File: src/rtl/seg_scan_ctrl.sv
// seg_scan_ctrl: converts four 8-bit values to two-digit decimal and scans them
// onto an 8-position multiplexed seven-segment display (active-low anodes/segments).
// Optional build macro: SEG_BLANK_LEADING_ZERO_EN blanks a zero tens digit of a
// non-overflowed slot (its anode keeps scanning).
//
// state | meaning
// IDLE  | one-cycle gap between conversion rounds, idx reset to 0
// LOAD  | sample val[idx], clear tens, flag overflow when >= 100
// DIV   | repeated subtraction of 10 until remainder < 10
// STORE | write {ovf, tens, ones} into slot idx, advance or finish round
module seg_scan_ctrl #(
  parameter int unsigned SCAN_DIV = 50000
) (
  input  logic       clk,
  input  logic       rst_n,
  input  logic       en,
  input  logic [7:0] val0,
  input  logic [7:0] val1,
  input  logic [7:0] val2,
  input  logic [7:0] val3,
  output logic [7:0] an,
  output logic [6:0] seg,
  output logic       upd
);

  localparam int unsigned PW = (SCAN_DIV > 1) ? $clog2(SCAN_DIV) : 1;
  localparam logic [PW-1:0] PSC_LAST = PW'(SCAN_DIV - 1);

  typedef enum logic [1:0] {IDLE, LOAD, DIV, STORE} state_t;

  state_t      state_q, state_d;
  logic [1:0]  idx_q, idx_d;
  logic [7:0]  tmp_q, tmp_d;
  logic [3:0]  tens_q, tens_d;
  logic        ovf_q, ovf_d;
  logic        store_en;
  logic        upd_q, upd_d;
  logic [8:0]  slot_q [4];
  logic [7:0]  val_sel;

  logic [PW-1:0] psc_q;
  logic [2:0]    sidx_q;
  logic          tick;

  logic [7:0]  an_q, an_d;
  logic [6:0]  seg_q, seg_d;
  logic [8:0]  sel_slot;
  logic [3:0]  digit;

  // select the input value for the slot currently being loaded
  always_comb begin
    val_sel = val0;
    case (idx_q)
      2'd0:    val_sel = val0;
      2'd1:    val_sel = val1;
      2'd2:    val_sel = val2;
      default: val_sel = val3;
    endcase
  end

  // conversion FSM next-state and datapath
  always_comb begin
    state_d  = state_q;
    idx_d    = idx_q;
    tmp_d    = tmp_q;
    tens_d   = tens_q;
    ovf_d    = ovf_q;
    store_en = 1'b0;
    case (state_q)
      IDLE: begin
        idx_d   = 2'd0;
        state_d = LOAD;
      end
      LOAD: begin
        tmp_d  = val_sel;
        tens_d = 4'd0;
        if (val_sel >= 8'd100) begin
          ovf_d   = 1'b1;
          state_d = STORE;
        end else begin
          ovf_d   = 1'b0;
          state_d = DIV;
        end
      end
      DIV: begin
        if (tmp_q >= 8'd10) begin
          tmp_d  = tmp_q - 8'd10;
          tens_d = tens_q + 4'd1;
        end else begin
          state_d = STORE;
        end
      end
      STORE: begin
        store_en = 1'b1;
        if (idx_q == 2'd3) begin
          state_d = IDLE;
        end else begin
          idx_d   = idx_q + 2'd1;
          state_d = LOAD;
        end
      end
      default: state_d = IDLE;
    endcase
    upd_d = store_en && (idx_q == 2'd3);
  end

  // conversion FSM registers; the done pulse lands in the cycle after the last STORE
  always_ff @(posedge clk or negedge rst_n) begin
    if (!rst_n) begin
      state_q <= IDLE;
      idx_q   <= 2'd0;
      tmp_q   <= 8'd0;
      tens_q  <= 4'd0;
      ovf_q   <= 1'b0;
      upd_q   <= 1'b0;
    end else begin
      state_q <= state_d;
      idx_q   <= idx_d;
      tmp_q   <= tmp_d;
      tens_q  <= tens_d;
      ovf_q   <= ovf_d;
      upd_q   <= upd_d;
    end
  end

  // digit slots only change on STORE, so the display never sees a partial result
  always_ff @(posedge clk or negedge rst_n) begin
    if (!rst_n) begin
      for (int i = 0; i < 4; i++) slot_q[i] <= '0;
    end else if (store_en) begin
      slot_q[idx_q] <= {ovf_q, tens_q, tmp_q[3:0]};
    end
  end

  assign tick = en && (psc_q == PSC_LAST);

  // dwell prescaler and scan index; both freeze while the display is disabled
  always_ff @(posedge clk or negedge rst_n) begin
    if (!rst_n) begin
      psc_q  <= '0;
      sidx_q <= 3'd0;
    end else if (en) begin
      psc_q <= tick ? '0 : psc_q + PW'(1);
      if (tick) sidx_q <= sidx_q + 3'd1;
    end
  end

  function automatic logic [6:0] dec7(input logic [3:0] d);
    case (d)
      4'd0:    dec7 = 7'h40;
      4'd1:    dec7 = 7'h79;
      4'd2:    dec7 = 7'h24;
      4'd3:    dec7 = 7'h30;
      4'd4:    dec7 = 7'h19;
      4'd5:    dec7 = 7'h12;
      4'd6:    dec7 = 7'h02;
      4'd7:    dec7 = 7'h78;
      4'd8:    dec7 = 7'h00;
      4'd9:    dec7 = 7'h10;
      default: dec7 = 7'h7F;
    endcase
  endfunction

  // even positions show ones, odd positions show tens of slot sidx/2
  always_comb begin
    sel_slot = slot_q[sidx_q[2:1]];
    digit    = sidx_q[0] ? sel_slot[7:4] : sel_slot[3:0];
    an_d     = 8'hFF;
    seg_d    = 7'h7F;
    if (en) begin
      an_d = ~(8'h01 << sidx_q);
      if (sel_slot[8]) begin
        seg_d = 7'h3F;
      end else begin
`ifdef SEG_BLANK_LEADING_ZERO_EN
        if (sidx_q[0] && (sel_slot[7:4] == 4'd0)) seg_d = 7'h7F;
        else                                     seg_d = dec7(digit);
`else
        seg_d = dec7(digit);
`endif
      end
    end
  end

  // registered display outputs, one cycle behind the scan index
  always_ff @(posedge clk or negedge rst_n) begin
    if (!rst_n) begin
      an_q  <= 8'hFF;
      seg_q <= 7'h7F;
    end else begin
      an_q  <= an_d;
      seg_q <= seg_d;
    end
  end

  assign an  = an_q;
  assign seg = seg_q;
  assign upd = upd_q;

endmodule

File: config.mk
export PLATFORM = sky130hd
export DESIGN_NAME = seg_scan_ctrl
export DESIGN_NICKNAME = d
export VERILOG_FILES = /design/src/rtl/seg_scan_ctrl.sv
export SDC_FILE = /design/constraint.sdc
export NUM_CORES = 1
export LEC_CHECK = 0
export ABC_AREA = 1
export CORE_ASPECT_RATIO = 1.4
export CORE_MARGIN = 5
export CORE_UTILIZATION = 25
export DETAILED_ROUTE_END_ITERATION = 8
export PLACE_DENSITY = 0.48
export SLEW_MARGIN = 15
export SYNTH_ARGS = -nofsm -noshare
export SYNTH_HDL_FRONTEND = slang
export SYNTH_SLANG_ARGS = --single-unit
File: constraint.sdc
create_clock -name clk -period 4.6 [get_ports clk]
set_input_delay 1.15 -clock clk [delete_from_list [all_inputs] [get_ports clk]]
set_output_delay 1.15 -clock clk [all_outputs]
set_load 0.02 [all_outputs]
==> reports/qor.yml, run 1 <==
outcome: "completed"
final_cell_mix: "nand2_1, o21ai_0, dfrtp_1"
hold_path_class: "register to register"
tightest_slew_ns: 0.9760
p_clk_frac: 0.220
layout-drive-gt1-share: 0.1028
rsz0062_at_grt: "no"
total_power_mw: 3.053
ctsRootBufferMaster: "clkbuf_16"
n_antenna_cell: 0
maxSlewViolCount: 0
dr.pass1.iters: 4
grt_pass1_vias: 3920
p_comb_frac: 0.389
antenna_found_initial: 0
die_height_um: 173.1
place_area_sq_um: 5429
core_area_sq_um: 18680
sw_frac_of_total: 0.3960
leakage_nw: 2.632
fin_util: 0.3050
slew_headroom: 0.3493
end_kind: "register"
nNetsFinal: 684
cts.sinks: 88
syn_avg_cell_area_sq_um: 8.119
dieArea_sq_um: 21890
crit_required_ns: 4.83
tns_ns: 0
p_sw_mw: 1.209
clk_pin_slew_ns: 0.06
finalSetupViolCount: 0
final_cell_area_sq_um: 5697
die_x_um: 126.5
gp_congestion: 0.8461
ys_warn_count: 0
grt_first_pass_wirelength_um: 18930
cts_tree: "done"
worstSetupPathType: "input pin to register"
ioPinCount: 51
crit_fanout: 15
finalCritPeriodShare: 0.5902
min_period_ns: 2.715
grt_max_degree: 77
hpwlAfterDp_um: 7995
htreeDepth: 3
synth-seq-area-share: 0.4676
cts.hold.buffers_added: 0
cp_common_cell: "inv_1"
crit_path_start_kind: "input pin"
critPathTopFamily: "buffers and inverters"
drtIter0Drc: 181
crit_chain: "clkdlybuf4s50_1, nand4_1, nor3_1, nand2_1, inv_1, a21oi_1, o21ai_0, inv_1"
critPathMaxStageDelay_ns: 0.80
max_freq_ghz: 0.3683
cp_slowest_cell: "clkdlybuf4s50_1"
worstPathBufferInverterCount: 3
powerDensity_nw_per_um2: 535.8
whs_ns: 0.4767
vias_per_cell: 4.411
cp_data_arrival_time_ns: 2.94
setup_slack_ns: 1.885
syn_inst: 585
layout_commonest_cell: "nand2_1"
track_usage: 0.1041
synth.distinct_cells: 38
fin_skew_ns: 0.005980
dp_slack_ns: 1.528
intPower_mw: 1.844
post_cts_buffers: 0
ant_nets: 0
drc_errors: 0
final_cells: 876
clock_latency_ns: 0.34
pwr-share-seq: 0.391
num-fill-cells: 2013
wire_per_inst_um: 12.56
ir_drop_uv: 200.5
grt-ovfl-total: 0
drv_cap: 0
syn_area_sq_um: 4750
synth_nets: 642
start_util: 0.2543
numCtsBuffers: 9
rows: 59
cts_buffer_depth: 2
areaGrowthSynthToFinish_pct: 19.94
ys_seq_elements: 88
placedCellCount: 860
ctsResizeCount: 0
totalWireLength_um: 11000
io_buffers: 50
num_vias: 3864
hold_viol: 0
-- layer usage --
layer  global-route usage  vias up  share of wire
met5                    0        -              0
met4              0.03623        0          0.014
met3              0.02191       14          0.043
met2               0.1857       74           0.51
met1               0.1222     1791           0.43
li1                     -     1985              -
-- kinds of logic after synthesis --
logic type      Yosys count  synth area share
buf+inv                  83           0.07798
fa+ha+maj                22           0.05795
flops                    88            0.4676
compound gates          106            0.1175
xor+xnor                  3          0.005533
simple gates            283            0.2734
-- path summary, 6_finish.rpt --
kind,start,to,slack [ns],cells past startpoint
max in group asynchronous,rst_n,upd,2.85,2
setup / recovery,en,psc_q[3],1.89,8
min in group asynchronous,rst_n,psc_q[13],0.96,1
setup reg to reg,sidx_q[1],seg[0],2.29,10
hold / removal,slot_q[17],slot_q[17],0.48,2
hold reg to reg,slot_q[17],slot_q[17],0.48,2
-- layout make-up --
class / count / area, sq um / share of cell area
clock buffers: 13 / 250.2 / 0.04393
clock inverters: 3 / 17.52 / 0.003075
inverters: 63 / 239.0 / 0.04195
multi-input cells: 414 / 2158 / 0.3789
flip-flops and latches: 88 / 2221 / 0.3899
well taps: 244 / 305.3 / 0.05359
repair buffers: 51 / 505.5 / 0.08873
-- sequential cells by signal, indices dropped and copies added, names as in the netlist --
signal / count
ovf_q: 1
psc_q: 16
seg: 7
upd: 1
an: 8
idx_q: 2
sidx_q: 3
state_q: 2
tmp_q: 8
slot_q: 36
tens_q: 4
-- cells in the mapped netlist --
library cell  instances  area share
nor2_1               30       0.024
clkbuf_1              7      0.0055
o211ai_1              2      0.0032
inv_2                 5      0.0040
buf_4                 1      0.0016
nor2_2                3      0.0040
o21ai_1               9      0.0095
nand3_1              47       0.050
a21oi_1              13       0.014
o21ai_0              73       0.077
dfstp_2              15       0.083
nand2_4               5       0.012
nor2_4                1      0.0024
xor2_1                3      0.0055
nand4_1              10       0.013
buf_2                 6      0.0063
a21boi_0              1      0.0016
nand2_1             156        0.12
nor4_1                3      0.0040
a22o_1                1      0.0018
and3_1                1      0.0013
nor3_1                5      0.0053
or2_2                 6      0.0079
o21a_1                1      0.0016
nand2_2               9       0.012
nand3b_1              2      0.0032
inv_4                 1      0.0013
a31oi_1               2      0.0026
nand3_2               3      0.0063
o21ai_2               1      0.0018
inv_1                57       0.045
o22ai_1               2      0.0026
buf_6                 6       0.014
ha_1                 22       0.058
and2_1                1      0.0013
dfrtp_1              73        0.38
nor4_4                1      0.0045
o211a_1               1      0.0021
-- worst register-to-register path, delay by kind of cell (launching register included) --
kind | cells | cell delay, ns
flops | 1 | 0.87
buf+inv | 3 | 0.38
compound gates | 4 | 0.58
fa+ha+maj | 1 | 0.18
simple gates | 2 | 0.23
-- power by group through the flow --
stage / sequential (mW) / clock, mW / combinational (mW)
floorplan: 1.20 / 0 / 0.863
global placement: 1.20 / 0 / 1.18
detailed placement: 1.20 / 0 / 1.21
CTS: 1.19 / 0.700 / 1.21
global route: 1.22 / 0.728 / 1.38
finish: 1.19 / 0.672 / 1.19
Note: power is estimated with default switching activity, not from simulation.
==> inputs of run 2 (changes only) <==
PLACE_DENSITY = 0.49   (was 0.48)
clock period = 2.32 ns   (was 4.6 ns; I/O delays follow)
==> run 2 against run 1 <==
Die area unchanged. Final cell count up 1.1%. First-iteration DRC count up 35%. Power up 100%. Combinational power up 99%. Critical path depth down 7. Non-clock buffer count up 10. Worst setup slack worse by 1.6 ns. Critical path type is now register to primary output. Critical endpoint is now seg[4]. Largest cell class unchanged. Highest routed layer unchanged.
==> reports/qor.yml, run 2 (synthesis results as in run 1) <==
outcome: "completed"
met2_usage: 0.1833
rsz0062_at_grt: "no"
start_util: 0.2543
slew_headroom: 0.5683
track_usage: 0.1066
cp_slowest_cell: "clkdlybuf4s50_1"
ant_nets: 0
gr-usage-met1: 0.1349
end_kind: "primary output"
critPathMaxStageDelay_ns: 0.60
crit_chain: "clkdlybuf4s50_1"
dr.pass1.iters: 5
min_period_ns: 2.031
final_cell_mix: "nand2_1, o21ai_0, dfrtp_1"
wire_per_inst_um: 12.58
worstSetupPathType: "register to primary output"
p_comb_frac: 0.386
layout-drive-gt1-share: 0.1215
crit_fanout: 1
clk_pin_slew_ns: 0.07
grt_pass1_vias: 3983
worstPathBufferInverterCount: 1
crit_path_start_kind: "register"
intPower_mw: 3.675
totalWireLength_um: 11150
vias_per_cell: 4.389
tns_ns: 0
grt-ovfl-total: 0
clock_latency_ns: 0.34
crit_required_ns: 1.74
grt_use_met3: 0.01852
htreeDepth: 3
r2r_start: "sidx_q[1]"
cts.sinks: 88
p_sw_mw: 2.482
hpwlAfterDp_um: 8285
largest_reg_flops: 36
leakage_nw: 2.690
nNetsFinal: 694
critPathTopFamily: "buffers and inverters"
die_x_um: 126.5
r2r_end: "seg[0]"
fin_skew_ns: 0.009966
drc_errors: 0
dieArea_sq_um: 21890
reg2reg_setup_slack_ns: 0.38
tightest_slew_ns: 0.6475
finalCritPeriodShare: 0.8754
grt_max_degree: 47
die_height_um: 173.1
drv_cap: 0
finalSetupViolCount: 0
ir_drop_uv: 402.8
placedCellCount: 870
num_vias: 3889
drtIter0Drc: 245
io_buffers: 50
cts.hold.buffers_added: 0
n_antenna_cell: 0
largest-register: "slot_q"
grt.busiest_layer: "met2"
sw_frac_of_total: 0.4031
max_freq_ghz: 0.4924
hold_path_class: "input pin to asynchronous set/reset pin"
antenna_found_initial: 0
ioPinCount: 51
numCtsBuffers: 9
pwr-share-seq: 0.385
final_cells: 886
p_clk_frac: 0.229
maxSlewViolCount: 0
cts_tree: "done"
cts_buffer_depth: 2
cp_data_arrival_time_ns: 1.45
post_cts_buffers: 0
gp_congestion: 0.8131
powerDensity_nw_per_um2: 1061
grt_first_pass_wirelength_um: 19500
core_area_sq_um: 18680
areaGrowthSynthToFinish_pct: 22.23
reg.largest.list: "slot_q: 36 flops, psc_q: 16 flops"
reg2reg_depth: 10
rows: 59
ctsRootBufferMaster: "clkbuf_16"
num-fill-cells: 2006
ctsResizeCount: 0
total_power_mw: 6.157
hold_viol: 0
layout_commonest_cell: "nand2_1"
==> run 2: cell types whose count changed in the layout (fill, tap and decap cells not counted), sizes merged <==
cell      before  now
buf            2   12
clkinvlp       1    2
inv           63   66
clkbuf        13    9
==> run 2: worst max path at each step <==
stage / start / to / slack [ns] / cells past startpoint
4_1_cts: seg[4] / seg[4] / 0.27 / 1
5_1_grt: sidx_q[1] / seg[0] / 0.14 / 10
6_report: seg[4] / seg[4] / 0.29 / 1
3_3_place_gp: en / psc_q[8] / 0.24 / 6
2_1_floorplan: sidx_q[1] / seg[0] / 0.63 / 13
3_5_place_dp: en / psc_q[8] / 0.22 / 6
==> run 2: cell type report <==
class / instances / area, sq um / area share
Clock buffer: 9 / 225.2 / 0.03879
Multi-Input combinational cell: 414 / 2158 / 0.3718
Timing Repair Buffer: 61 / 593.1 / 0.1022
Sequential cell: 88 / 2221 / 0.3825
Tap cell: 244 / 305.3 / 0.05259
Inverter: 63 / 239.0 / 0.04116
Clock inverter: 7 / 63.81 / 0.01099
==> run 2: through the flow <==
step | worst slack (ns) | util | hold WS [ns] | area (sq um)
after floorplan | 0.6254 | - | 0.2844 | 4750
after global placement | 0.2423 | 0.2954 | 0.4632 | 5517
after detailed placement | 0.2166 | 0.2954 | 0.4725 | 5517
after CTS | 0.2650 | 0.3108 | 0.2951 | 5806
after global routing | 0.1415 | 0.3108 | 0.3157 | 5806
final | 0.2892 | 0.3108 | 0.2627 | 5806
==> run 2: metal layers <==
metal | vias up | part of all wire
met3 | 10 | 0.038
met1 | 1794 | 0.46
met2 | 76 | 0.49
li1 | 2009 | -
met4 | 0 | 0.014
met5 | - | 0
==> run 2: worst reg2reg max path, delay by kind of cell (launching register included) <==
| kind | cells | cell delay [ns] |
|---|---|---|
| adder cells (fa/ha/maj) | 1 | 0.18 |
| buffers and inverters | 3 | 0.32 |
| flip-flops | 1 | 0.54 |
| AND/OR/NAND/NOR | 2 | 0.16 |
| AO/OA/AOI/OAI | 4 | 0.67 |
==> run 2: power groups by stage <==
stage	clock network (mW)	registers [mW]	logic, mW
2_1_floorplan	0	2.38	1.71
3_3_place_gp	0	2.38	2.38
3_5_place_dp	0	2.40	2.42
4_1_cts	1.46	2.38	2.42
5_1_grt	1.51	2.44	2.78
6_report	1.41	2.37	2.37
==> inputs of run 3 (changes only) <==
CORE_MARGIN = not set   (was 5)
MAX_ROUTING_LAYER = met4   (was not set)
==> run 3 against run 2 <==
Clock skew decreased by 0.0010 ns. Critical path depth stayed put. Utilization rose by 0.26 points. Count of clock-buffer cells in the layout grew 2. Critical endpoint is now an[4]. Hold slack got worse by 0.20 ns. Via count rose by 1.6%. Combinational power rose by 2%. Cell area increased by 0.45%. Routed wire length rose by 4.3%. Die area decreased by 11%.
==> reports/qor.yml, run 3 (synthesis results as in run 1) <==
outcome: "completed"
numCtsBuffers: 9
worstSetupPathType: "register to primary output"
grt_pass1_vias: 4068
grt_max_degree: 80
layout-drive-gt1-share: 0.1186
layout_commonest_cell: "nand2_1"
ant_nets: 0
clk_pin_slew_ns: 0.07
tns_ns: 0
ctsResizeCount: 0
ir_drop_uv: 349.1
num_vias: 3950
finalCritPeriodShare: 0.8754
fin_skew_ns: 0.008968
n_antenna_cell: 0
io_buffers: 50
powerDensity_nw_per_um2: 1090
max_freq_ghz: 0.4924
post_cts_buffers: 0
leakage_nw: 2.700
finalSetupViolCount: 0
rows: 59
largest_reg_flops: 36
drtIter0Drc: 269
dp_slack_ns: 0.2027
nNetsFinal: 693
die_x_um: 118.5
totalWireLength_um: 11630
critPathLaunch: "an[4]"
critPathTopFamily: "buffers and inverters"
hold_viol: 0
vias_per_cell: 4.463
cp_data_arrival_time_ns: 1.45
antenna_found_initial: 0
reg.largest.list: "slot_q: 36 flops, psc_q: 16 flops"
hpwlAfterDp_um: 8614
grt_first_pass_wirelength_um: 19910
drc_errors: 0
wire_per_inst_um: 13.14
grt-ovfl-total: 0
cts_buffer_depth: 2
whs_ns: 0.06627
dieArea_sq_um: 19560
gp_congestion: 0.8407
maxSlewViolCount: 0
crit_required_ns: 1.74
r2r_start: "sidx_q[2]"
slew_headroom: 0.5723
crit_chain: "clkdlybuf4s50_1"
htreeDepth: 3
hold_path_class: "input pin to asynchronous set/reset pin"
cp_slowest_cell: "clkdlybuf4s50_1"
areaGrowthSynthToFinish_pct: 22.79
die_height_um: 165.1
core_area_sq_um: 18600
largest-register: "slot_q"
crit_path_start_kind: "register"
critPathMaxStageDelay_ns: 0.59
start_util: 0.2553
ctsRootBufferMaster: "clkbuf_16"
cts.hold.buffers_added: 0
dr.pass1.iters: 5
final_cell_mix: "nand2_1, o21ai_0, dfrtp_1"
end_kind: "primary output"
num-fill-cells: 2015
ioPinCount: 51
rsz0062_at_grt: "no"
crit_fanout: 1
track_usage: 0.1314
cts.sinks: 88
cts_tree: "done"
min_period_ns: 2.031
setup_slack_ns: 0.2890
worstPathBufferInverterCount: 1
clock_latency_ns: 0.34
drv_cap: 0
tightest_slew_ns: 0.6400
run 3: cell types whose count changed in the layout (fill, tap and decap cells not counted):
cell	previous run	this run
clkinv_4	2	0
clkinv_2	0	1
bufinv_16	0	2
clkbuf_1	0	1
inv_6	1	0
clkbuf_8	0	1
inv_8	2	0
buf_4	11	10
run 3: path summary, 6_finish.rpt:
| path | end | slack, ns | cells after the start |
|---|---|---|---|
| max | an[4] | 0.29 | 1 |
| min | psc_q[9] | 0.07 | 1 |
| max reg2reg | seg[0] | 0.40 | 11 |
| min reg2reg | slot_q[7] | 0.49 | 2 |
| max in group asynchronous | seg[4] | 1.56 | 2 |
| min in group clk | slot_q[7] | 0.49 | 2 |
run 3: metrics by stage:
step | area, sq um | cells | total power [mW] | util
floorplan | 4750 | 585 | 4.094 | -
global placement | 5509 | 869 | 4.773 | 0.2961
detailed placement | 5509 | 869 | 4.843 | 0.2961
CTS | 5832 | 885 | 6.439 | 0.3135
global route | 5832 | 885 | 6.910 | 0.3135
finish | 5832 | 885 | 6.359 | 0.3135
run 3: cell type report:
type | instances | area, sq um | area share
Clock buffer | 11 | 242.7 | 0.04162
Clock inverter | 5 | 80.08 | 0.01373
Inverter | 63 | 239.0 | 0.04098
Multi-Input combinational cell | 414 | 2158 | 0.3701
Sequential cell | 88 | 2221 | 0.3808
Tap cell | 244 | 305.3 | 0.05235
Timing Repair Buffer | 60 | 585.6 | 0.1004
run 3: report_power, final:
part,internal [mW],leakage [nW],switching [mW]
combinational,0.869,1.47,1.54
clock,0.972,0.152,0.596
sequential,2.06,1.08,0.323
run 3: metal layers:
metal / global-route usage / wire length, um / vias to the layer above
met5: - / 0 / -
met4: 0.05581 / 278 / 0
met3: 0.01408 / 309 / 18
met2: 0.2417 / 6038 / 85
met1: 0.1444 / 5004 / 1846
li1: - / - / 2001
